[src/rtl/uart_pkg.sv]
// Shared definitions for the console UART path.
// Receiver state encoding and console ASCII constants.
package uart_pkg;

    typedef enum logic [2:0] {
        IDLE   = 3'd0,
        START  = 3'd1,
        DATA   = 3'd2,
        PARITY = 3'd3,
        STOP   = 3'd4
    } rx_state_t;

    localparam logic [7:0] ASC_0     = 8'd48;
    localparam logic [7:0] ASC_SPACE = 8'd32;
    localparam logic [7:0] ASC_CR    = 8'd13;
    localparam logic [7:0] ASC_LF    = 8'd10;

endpackage

[src/rtl/uart_rx_sync.sv]
// Two-flop synchronizer for the raw serial line plus falling-edge detect.
// Flops reset to 1 (idle level) so reset release never looks like a start edge.
module uart_rx_sync (
    input  logic clk,
    input  logic rst_n,
    input  logic rx,
    output logic rx_s,
    output logic rx_fall
);

    logic meta;
    logic prev;

    always_ff @(posedge clk or negedge rst_n) begin
        if (!rst_n) begin
            meta <= 1'b1;
            rx_s <= 1'b1;
            prev <= 1'b1;
        end else begin
            meta <= rx;
            rx_s <= meta;
            prev <= rx_s;
        end
    end

    assign rx_fall = prev & ~rx_s;

endmodule

[src/rtl/uart_byte_rx.sv]
// 8N1 UART byte receiver with glitch rejection and framing-error pulse.
// Define UART_RX_PARITY_EN for 8E1 framing with a parity_err pulse.
module uart_byte_rx
    import uart_pkg::*;
#(
    parameter int CLK_FREQ  = 100_000_000,
    parameter int BAUD_RATE = 115200
) (
    input  logic       clk,
    input  logic       rst_n,
    input  logic       rx,
    output logic [7:0] rx_data,
    output logic       rx_done,
    output logic       frame_err,
    output logic       parity_err,
    output logic       busy
);

    localparam int CLKS_PER_BIT = CLK_FREQ / BAUD_RATE;
    localparam int CNT_W        = $clog2(CLKS_PER_BIT);

    localparam logic [CNT_W-1:0] HALF = CNT_W'(CLKS_PER_BIT / 2 - 1);
    localparam logic [CNT_W-1:0] LAST = CNT_W'(CLKS_PER_BIT - 1);

    generate
        if (CLKS_PER_BIT < 4) begin : g_bad_rate
            $error("uart_byte_rx: CLKS_PER_BIT must be >= 4");
        end
    endgenerate

    logic rx_s;
    logic rx_fall;

    uart_rx_sync u_sync (
        .clk     (clk),
        .rst_n   (rst_n),
        .rx      (rx),
        .rx_s    (rx_s),
        .rx_fall (rx_fall)
    );

    rx_state_t        state,     state_nxt;
    logic [CNT_W-1:0] clk_cnt,   cnt_nxt;
    logic [2:0]       bit_idx,   idx_nxt;
    logic [7:0]       shift_reg, shift_nxt;
    logic [7:0]       data_nxt;
    logic             done_nxt;
    logic             ferr_nxt;

`ifdef UART_RX_PARITY_EN
    logic par_bad, par_bad_nxt;
    logic perr_q,  perr_nxt;
`endif

    always_ff @(posedge clk or negedge rst_n) begin
        if (!rst_n) begin
            state     <= IDLE;
            clk_cnt   <= '0;
            bit_idx   <= '0;
            shift_reg <= '0;
            rx_data   <= '0;
            rx_done   <= 1'b0;
            frame_err <= 1'b0;
        end else begin
            state     <= state_nxt;
            clk_cnt   <= cnt_nxt;
            bit_idx   <= idx_nxt;
            shift_reg <= shift_nxt;
            rx_data   <= data_nxt;
            rx_done   <= done_nxt;
            frame_err <= ferr_nxt;
        end
    end

`ifdef UART_RX_PARITY_EN
    always_ff @(posedge clk or negedge rst_n) begin
        if (!rst_n) begin
            par_bad <= 1'b0;
            perr_q  <= 1'b0;
        end else begin
            par_bad <= par_bad_nxt;
            perr_q  <= perr_nxt;
        end
    end

    assign parity_err = perr_q;
`else
    assign parity_err = 1'b0;
`endif

    always_comb begin
        state_nxt = state;
        cnt_nxt   = clk_cnt;
        idx_nxt   = bit_idx;
        shift_nxt = shift_reg;
        data_nxt  = rx_data;
        done_nxt  = 1'b0;
        ferr_nxt  = 1'b0;
`ifdef UART_RX_PARITY_EN
        par_bad_nxt = par_bad;
        perr_nxt    = 1'b0;
`endif
        case (state)
            IDLE: begin
                if (rx_fall) begin
                    state_nxt = START;
                    cnt_nxt   = '0;
                end
            end
            START: begin
                if (clk_cnt == HALF) begin
                    cnt_nxt = '0;
                    idx_nxt = '0;
                    // Line back high at mid start bit: treat as a glitch.
                    state_nxt = rx_s ? IDLE : DATA;
`ifdef UART_RX_PARITY_EN
                    par_bad_nxt = 1'b0;
`endif
                end else begin
                    cnt_nxt = clk_cnt + 1'b1;
                end
            end
            DATA: begin
                if (clk_cnt == LAST) begin
                    shift_nxt[bit_idx] = rx_s;
                    cnt_nxt = '0;
                    if (bit_idx == 3'd7) begin
                        idx_nxt = '0;
`ifdef UART_RX_PARITY_EN
                        state_nxt = PARITY;
`else
                        state_nxt = STOP;
`endif
                    end else begin
                        idx_nxt = bit_idx + 1'b1;
                    end
                end else begin
                    cnt_nxt = clk_cnt + 1'b1;
                end
            end
`ifdef UART_RX_PARITY_EN
            PARITY: begin
                if (clk_cnt == LAST) begin
                    par_bad_nxt = rx_s ^ (^shift_reg);
                    cnt_nxt     = '0;
                    state_nxt   = STOP;
                end else begin
                    cnt_nxt = clk_cnt + 1'b1;
                end
            end
`endif
            STOP: begin
                if (clk_cnt == LAST) begin
                    cnt_nxt   = '0;
                    state_nxt = IDLE;
                    if (!rx_s) begin
                        ferr_nxt = 1'b1;
`ifdef UART_RX_PARITY_EN
                    end else if (par_bad) begin
                        perr_nxt = 1'b1;
`endif
                    end else begin
                        data_nxt = shift_reg;
                        done_nxt = 1'b1;
                    end
                end else begin
                    cnt_nxt = clk_cnt + 1'b1;
                end
            end
            default: begin
                state_nxt = IDLE;
                cnt_nxt   = '0;
                idx_nxt   = '0;
            end
        endcase
    end

    assign busy = (state != IDLE);

endmodule

[config.mk]
export PLATFORM = sky130hd
export DESIGN_NAME = uart_byte_rx
export DESIGN_NICKNAME = d
export VERILOG_FILES = /design/src/rtl/uart_pkg.sv /design/src/rtl/uart_rx_sync.sv /design/src/rtl/uart_byte_rx.sv
export SDC_FILE = /design/constraint.sdc
export NUM_CORES = 1
export LEC_CHECK = 0
export ABC_AREA = 1
export BUFFER_PORTS_ARGS = -buffer_cell sky130_fd_sc_hd__buf_2
export CAP_MARGIN = 10
export CORE_UTILIZATION = 53
export CTS_CLUSTER_SIZE = 24
export DETAILED_ROUTE_END_ITERATION = 10
export PLACE_DENSITY_LB_ADDON = 0.12
export SETUP_SLACK_MARGIN = 0.4
export SKIP_LAST_GASP = 1
export SYNTH_ARGS = -nofsm -noshare
export SYNTH_HDL_FRONTEND = slang
export SYNTH_SLANG_ARGS = --single-unit
[constraint.sdc]
create_clock -name clk -period 1.4 [get_ports clk]
set_input_delay 0.14 -clock clk [delete_from_list [all_inputs] [get_ports clk]]
set_output_delay 0.14 -clock clk [all_outputs]
set_load 0.005 [all_outputs]
# Word level (Yosys, flattened, before mapping)
# Index checks and enable logic that the tools add are counted.
[word_totals] register_bits=37 inputBits=3 word_cells=61 out_inout_bits=12
[op_classes] order_cmp=2 n_eq_ne=11 add_sub_neg=2 n_bitwise=3 mux=24 n_reduce_logical=9
[ops] cell="$mux 10" count=3
[ops] cell="$pmux 10 s3" count=1
[ops] cell="$mux 3" count=8
[ops] cell="$pmux 3 s4" count=1
[ops] cell="$add 10x1->10 const B" count=1
[ops] cell="$eq 10x10->1 const B" count=1
[ops] cell="$eq 10x9->1 const B" count=1
[ops] cell="$ne 2x2->1 const B" count=5
[ops] cell="$pmux 3 s3" count=1
[ops] cell="$bwmux 8" count=1
[ops] cell="$mux 1" count=7
[ops] cell="$eq 3x3->1 const B" count=2
[ops] cell="$reduce_and 3->1" count=2
[ops] cell="$reduce_and 5->1" count=1
[ops] cell="$lt 3x4->1 const B" count=1
[ops] cell="$reduce_or 2->1" count=2
[ops] cell="$add 3x1->3 const B" count=1
[ops] cell="$demux 1 s3" count=1
[ops] cell="$eq 3x1->1 const B" count=1
[ops] cell="$eq 3x2->1 const B" count=1
[ops] cell="$ge 3x1->1 const B" count=1
[ops] cell="$logic_not 3->1" count=1
[ops] cell="$reduce_bool 3->1" count=1
[ops] cell="$mux 2" count=1
[ops] cell="other kinds (4)" count=5

# Longest topological paths before layout
[depth] ltp_word=5 mapped_depth=9

# Cells and area by module
# A second synthesis with hierarchy kept.
[hier_totals] hier_cells=241 area_unflattened_um2=1973.1
[by_module_without_submodules] module="uart_byte_rx" seq_area_each_um2=850.8 area_each_um2=1884.3 instances=1 cells_each=236
[by_module_without_submodules] module="uart_rx_sync" seq_area_each_um2=78.8 area_each_um2=88.8 instances=1 cells_each=5

# Worst setup path before layout
# Ideal clock, no wire load.
[synth_timing] kind="reg2reg" from="register clk_cnt[0]" to="register bit_idx[0]" path_slack_ns=0.008 t_required_ns=1.283 n_path_buf=0 t_arrival_ns=1.275 stages_incl_launch_ff=9 setup_ns=0.117 path_cell_list="dfrtp_1 > ha_1 > nand2_1 > nor2_4 > nand3_4 > nand2_1 > nand3_1 > nand2_1 > nand2_1"
[synth_via] elab_chain_len=3 word_cells_on_any_way=5 classes_between="eq/ne (4); reduce/logical (1)"
[synth_lines] item="from (decl)" line="uart_byte_rx.sv:43" rtl="logic [CNT_W-1:0] clk_cnt, cnt_nxt;"
[synth_lines] item="from (signal assigned)" line="uart_byte_rx.sv:66" rtl="clk_cnt <= cnt_nxt;"
[synth_lines] item="$eq 10x10->1 / $eq 10x9->1 (equally long branches)" line="uart_byte_rx.sv:124, uart_byte_rx.sv:111"
[synth_lines] item="$ne 2x2->1 (no line)"
[synth_lines] item="$reduce_and 3->1 (no line) (*)"
[synth_lines] item="to (signal assigned)" line="uart_byte_rx.sv:67" rtl="bit_idx <= idx_nxt;"
[synth_lines] item="to (decl)" line="uart_byte_rx.sv:44" rtl="logic [2:0] bit_idx, idx_nxt;"
# Every way passes the cells marked *; elsewhere a longest branch is shown, timed or not.
# A chain may end at the register's enable or synchronous reset.

# Worst setup path after layout
[layout_timing] from="register clk_cnt[0]" to="register shift_reg[5]"
[layout_via] elab_chain_len=2
[layout_lines] item="$eq 10x10->1" line="uart_byte_rx.sv:124" rtl="if (clk_cnt == LAST) begin"
[layout_lines] item="$reduce_and 2->1 (no line)"
[layout_lines] item="to (signal assigned)" line="uart_byte_rx.sv:68" rtl="shift_reg <= shift_nxt;"
[layout_lines] item="to (decl)" line="uart_byte_rx.sv:45" rtl="logic [7:0] shift_reg, shift_nxt;"
# No other way between the ends.

==> results.yml <==
die:
  rows: 21
  core_area_mm2: 0.00344
  initial_core_util: 0.574
  fp.dieArea_mm2: 0.00398
  dieHeight_um: 63.1
  dieWidth_um: 63.1
  pin_count: 15
global_route:
  antenna_found_initial: 0
  grt_busiest_layer: "met2"
  grt_use_total: 0.242
  overflow: 0
  use_met1: 0.331
  gr-usage-met3: 0.0543
  grt_max_degree: 38
  globalRouteMet2Util: 0.375
  grt_pass1_wl_mm: 7.42
  grt_pass1_vias: 1682
yosys:
  synth.distinct_cells: 27
  ys_seq_area_frac: 0.471
  yosys_warnings: 0
  syn_area_mm2: 0.00198
  synth-seq-cells: 37
  netlist_instances: 240
  syn_avg_cell_area_um2: 8.23
  syn-num-nets: 247
sta:
  period_needed_ps: 1460
  period_share: 1.04
  rsz0062_at_grt: "true"
  setup_ws_ps: -62.9
  final-setup-viol-count: 26
  fmax_mhz: 684
  skew_ps: 8.04
  drv_slew: 0
  hold_viol: 0
routing:
  vias: 1664
  drt-total-wl_mm: 4.00
  routed_via_density: 5.03
  routedWlPerCell_um: 12.1
  first_pass_iters: 6
  route.detailed.drc: 0
  first_iter_violations: 121
  drt.antenna.violating_nets: 0
cells_and_area:
  drive_above_1_share: 0.337
  finish.instance_area_mm2: 0.00257
  seqCellArea_um2: 931
  diodes: 0
  final_nets: 291
  stdcell_count: 331
  multi_input_area_mm2: 0.00105
  area_growth_pct: 30.3
  final_util: 0.748
  fillers: 256
  largest_reg_flops: 10
clock_network:
  htree_levels: 2
  cts_buffers: 5
  clockBufferDepth: 2
  cts_num_sinks: 37
  clock_latency_ps: 290
  cts_tree: "done"
  clk_pin_slew_ps: 80
  cts_root_buffer: "clkbuf_8"
power_and_ir_drop:
  p_leak_uw: 0.00126
  switchingPower_uw: 1620
  p_clk_frac: 0.256
  share_comb_of_total_power: 0.448
  p_per_area_mw_per_mm2: 1690
  ir_drop_mv: 1.33
  switching_share: 0.373
  pwr-share-seq: 0.296
  internal_power_uw: 2720
worst_setup_path:
  start_kind: "register"
  rr_startpoint: "clk_cnt[0]$_DFFE_PN0P_"
  slowest_stage: "dfrtp_1"
  cpLargestDelayFamily: "simple AND/OR/NAND/NOR gates"
  crit_arrival_ps: 1630
  crit-reg2reg-capture: "shift_reg[5]$_DFFE_PN0P_"
  worstPathRequired_ps: 1570
  critical_path_class: "register to register"
  cp_max_fo: 8
  cpPeakStageDelay_ps: 420
  cp.buffers_inverters: 0
  reg2reg_depth: 8
  crit_chain: "ha_4, nand2_2, nor2_4, nand3_4, nor2_4, nand2_1, nand2_1, o21ai_1"
  cp-end-kind: "register"
  rrSetupSlack_ps: -60
run:
  drv_cap: 0
min_path:
  hold_start: "u_sync.meta$_DFF_PN1_"
  whs_endpoint: "u_sync.rx_s$_DFF_PN1_"
  hold_path_class: "register to register"
  hold_depth: 0
placement:
  io_buffers: 13
  gp_congestion: 0.831
  dp.cells: 315
  dpl_cell_area_mm2: 0.00225
  dp_hpwl_mm: 2.69
status:
  violations: "setup timing"
  status: "complete, but fails checks"
## cells by family (layout without fill, tap and decap cells)
group	count (synthesis)	after routing	share of synthesized area
simple gates	155	155	0.398
flops	37	37	0.471
buf+inv	29	74	0.0633
compound gates	11	11	0.0279
fa+ha+maj	4	4	0.0253
xor+xnor	3	3	0.0133
other cells	1	1	0.00190
## power by group through the flow
stage               Sequential (uW)  Combinational [uW]  Clock, uW
detailed placement             1290                1450          0
floorplan                      1300                 997          0
global placement               1290                1440          0
global route                   1290                2120       1190
CTS                            1280                1730       1140
finish                         1280                1940       1110
## cells in the mapped netlist, drive strengths merged
cell type / instances / area, um2
and2: 1 / 6.26
inv: 26 / 97.6
nor2: 29 / 168
conb: 1 / 3.75
buf: 2 / 18.8
dfstp: 3 / 78.8
nand3: 14 / 100
dfrtp: 34 / 851
xor2: 3 / 26.3
nand2: 94 / 390
nor3: 5 / 46.3
clkinv: 1 / 8.76
nand4: 12 / 75.1
o21ai: 11 / 55.1
ha: 4 / 50.1
## final cells by class
type,count,area share
clock buffer,5,0.0267
tap,46,0.0224
clock inverter,3,0.0267
sequential,37,0.362
inverter,27,0.0423
timing repair buffer,39,0.112
multi-input combinational,174,0.409
## repair_timing
| action | in CTS | in global routing |
|---|---|---|
| buffers inserted | 6 | 0 |
| gates resized for setup | 17 | 11 |
| pin swaps | 14 | 14 |
| hold endpoints to repair | 35 | 0 |
| hold buffers | 2 | 0 |
| cloned | 0 | 0 |
| setup endpoints to repair | 35 | 35 |
## layout by cell type, fill, tap and decap left out
cell type and n:
and2_1 1, buf_2 13, buf_4 18, buf_6 6, bufinv_16 2, clkbuf_8 5, clkinv_4 1, conb_1 1
dfrtp_1 33, dfrtp_2 1, dfstp_2 3, dlygate4sd3_1 2, ha_2 1, ha_4 3, inv_1 19, inv_2 6
inv_4 1, inv_6 1, nand2_1 83, nand2_2 6, nand2_4 4, nand2_8 1, nand3_1 7, nand3_2 3
nand3_4 4, nand4_1 12, nor2_1 17, nor2_2 6, nor2_4 5, nor2_8 1, nor3_2 2, nor3_4 3
o21ai_0 1, o21ai_1 10, xor2_1 3
## stage by stage
step | total power (uW) | TNS, ps | setup slack (ps) | hold slack [ps]
after floorplan | 2300 | 0 | 26.0 | -156
after CTS | 4160 | -722 | -72.3 | 358
after global placement | 2730 | -595 | -45.7 | 206
after global routing | 4610 | -3380 | -162 | 360
after detailed placement | 2740 | -1150 | -91.4 | 209
final | 4340 | -502 | -62.9 | 357
## layer usage
metal	vias to the layer above	wire length (um)
met3	6	187
met2	37	1840
met1	772	1920
met4	0	49
li1	849	-
met5	-	0
## worst max-delay path by stage
| stage | depth (start not counted) | start | endpoint | slack, ps |
|---|---|---|---|---|
| final | 8 | clk_cnt[0]$_DFFE_PN0P_ | shift_reg[5]$_DFFE_PN0P_ | -60 |
| after global routing | 8 | clk_cnt[1]$_DFFE_PN0P_ | shift_reg[5]$_DFFE_PN0P_ | -160 |
| after CTS | 9 | clk_cnt[0]$_DFFE_PN0P_ | clk_cnt[4]$_DFFE_PN0P_ | -70 |
| after detailed placement | 8 | clk_cnt[0]$_DFFE_PN0P_ | shift_reg[5]$_DFFE_PN0P_ | -90 |
| after global placement | 8 | clk_cnt[0]$_DFFE_PN0P_ | shift_reg[5]$_DFFE_PN0P_ | -50 |
| after floorplan | 8 | clk_cnt[0]$_DFFE_PN0P_ | shift_reg[0]$_DFFE_PN0P_ | 30 |
Power figures use the tool's default switching activity.
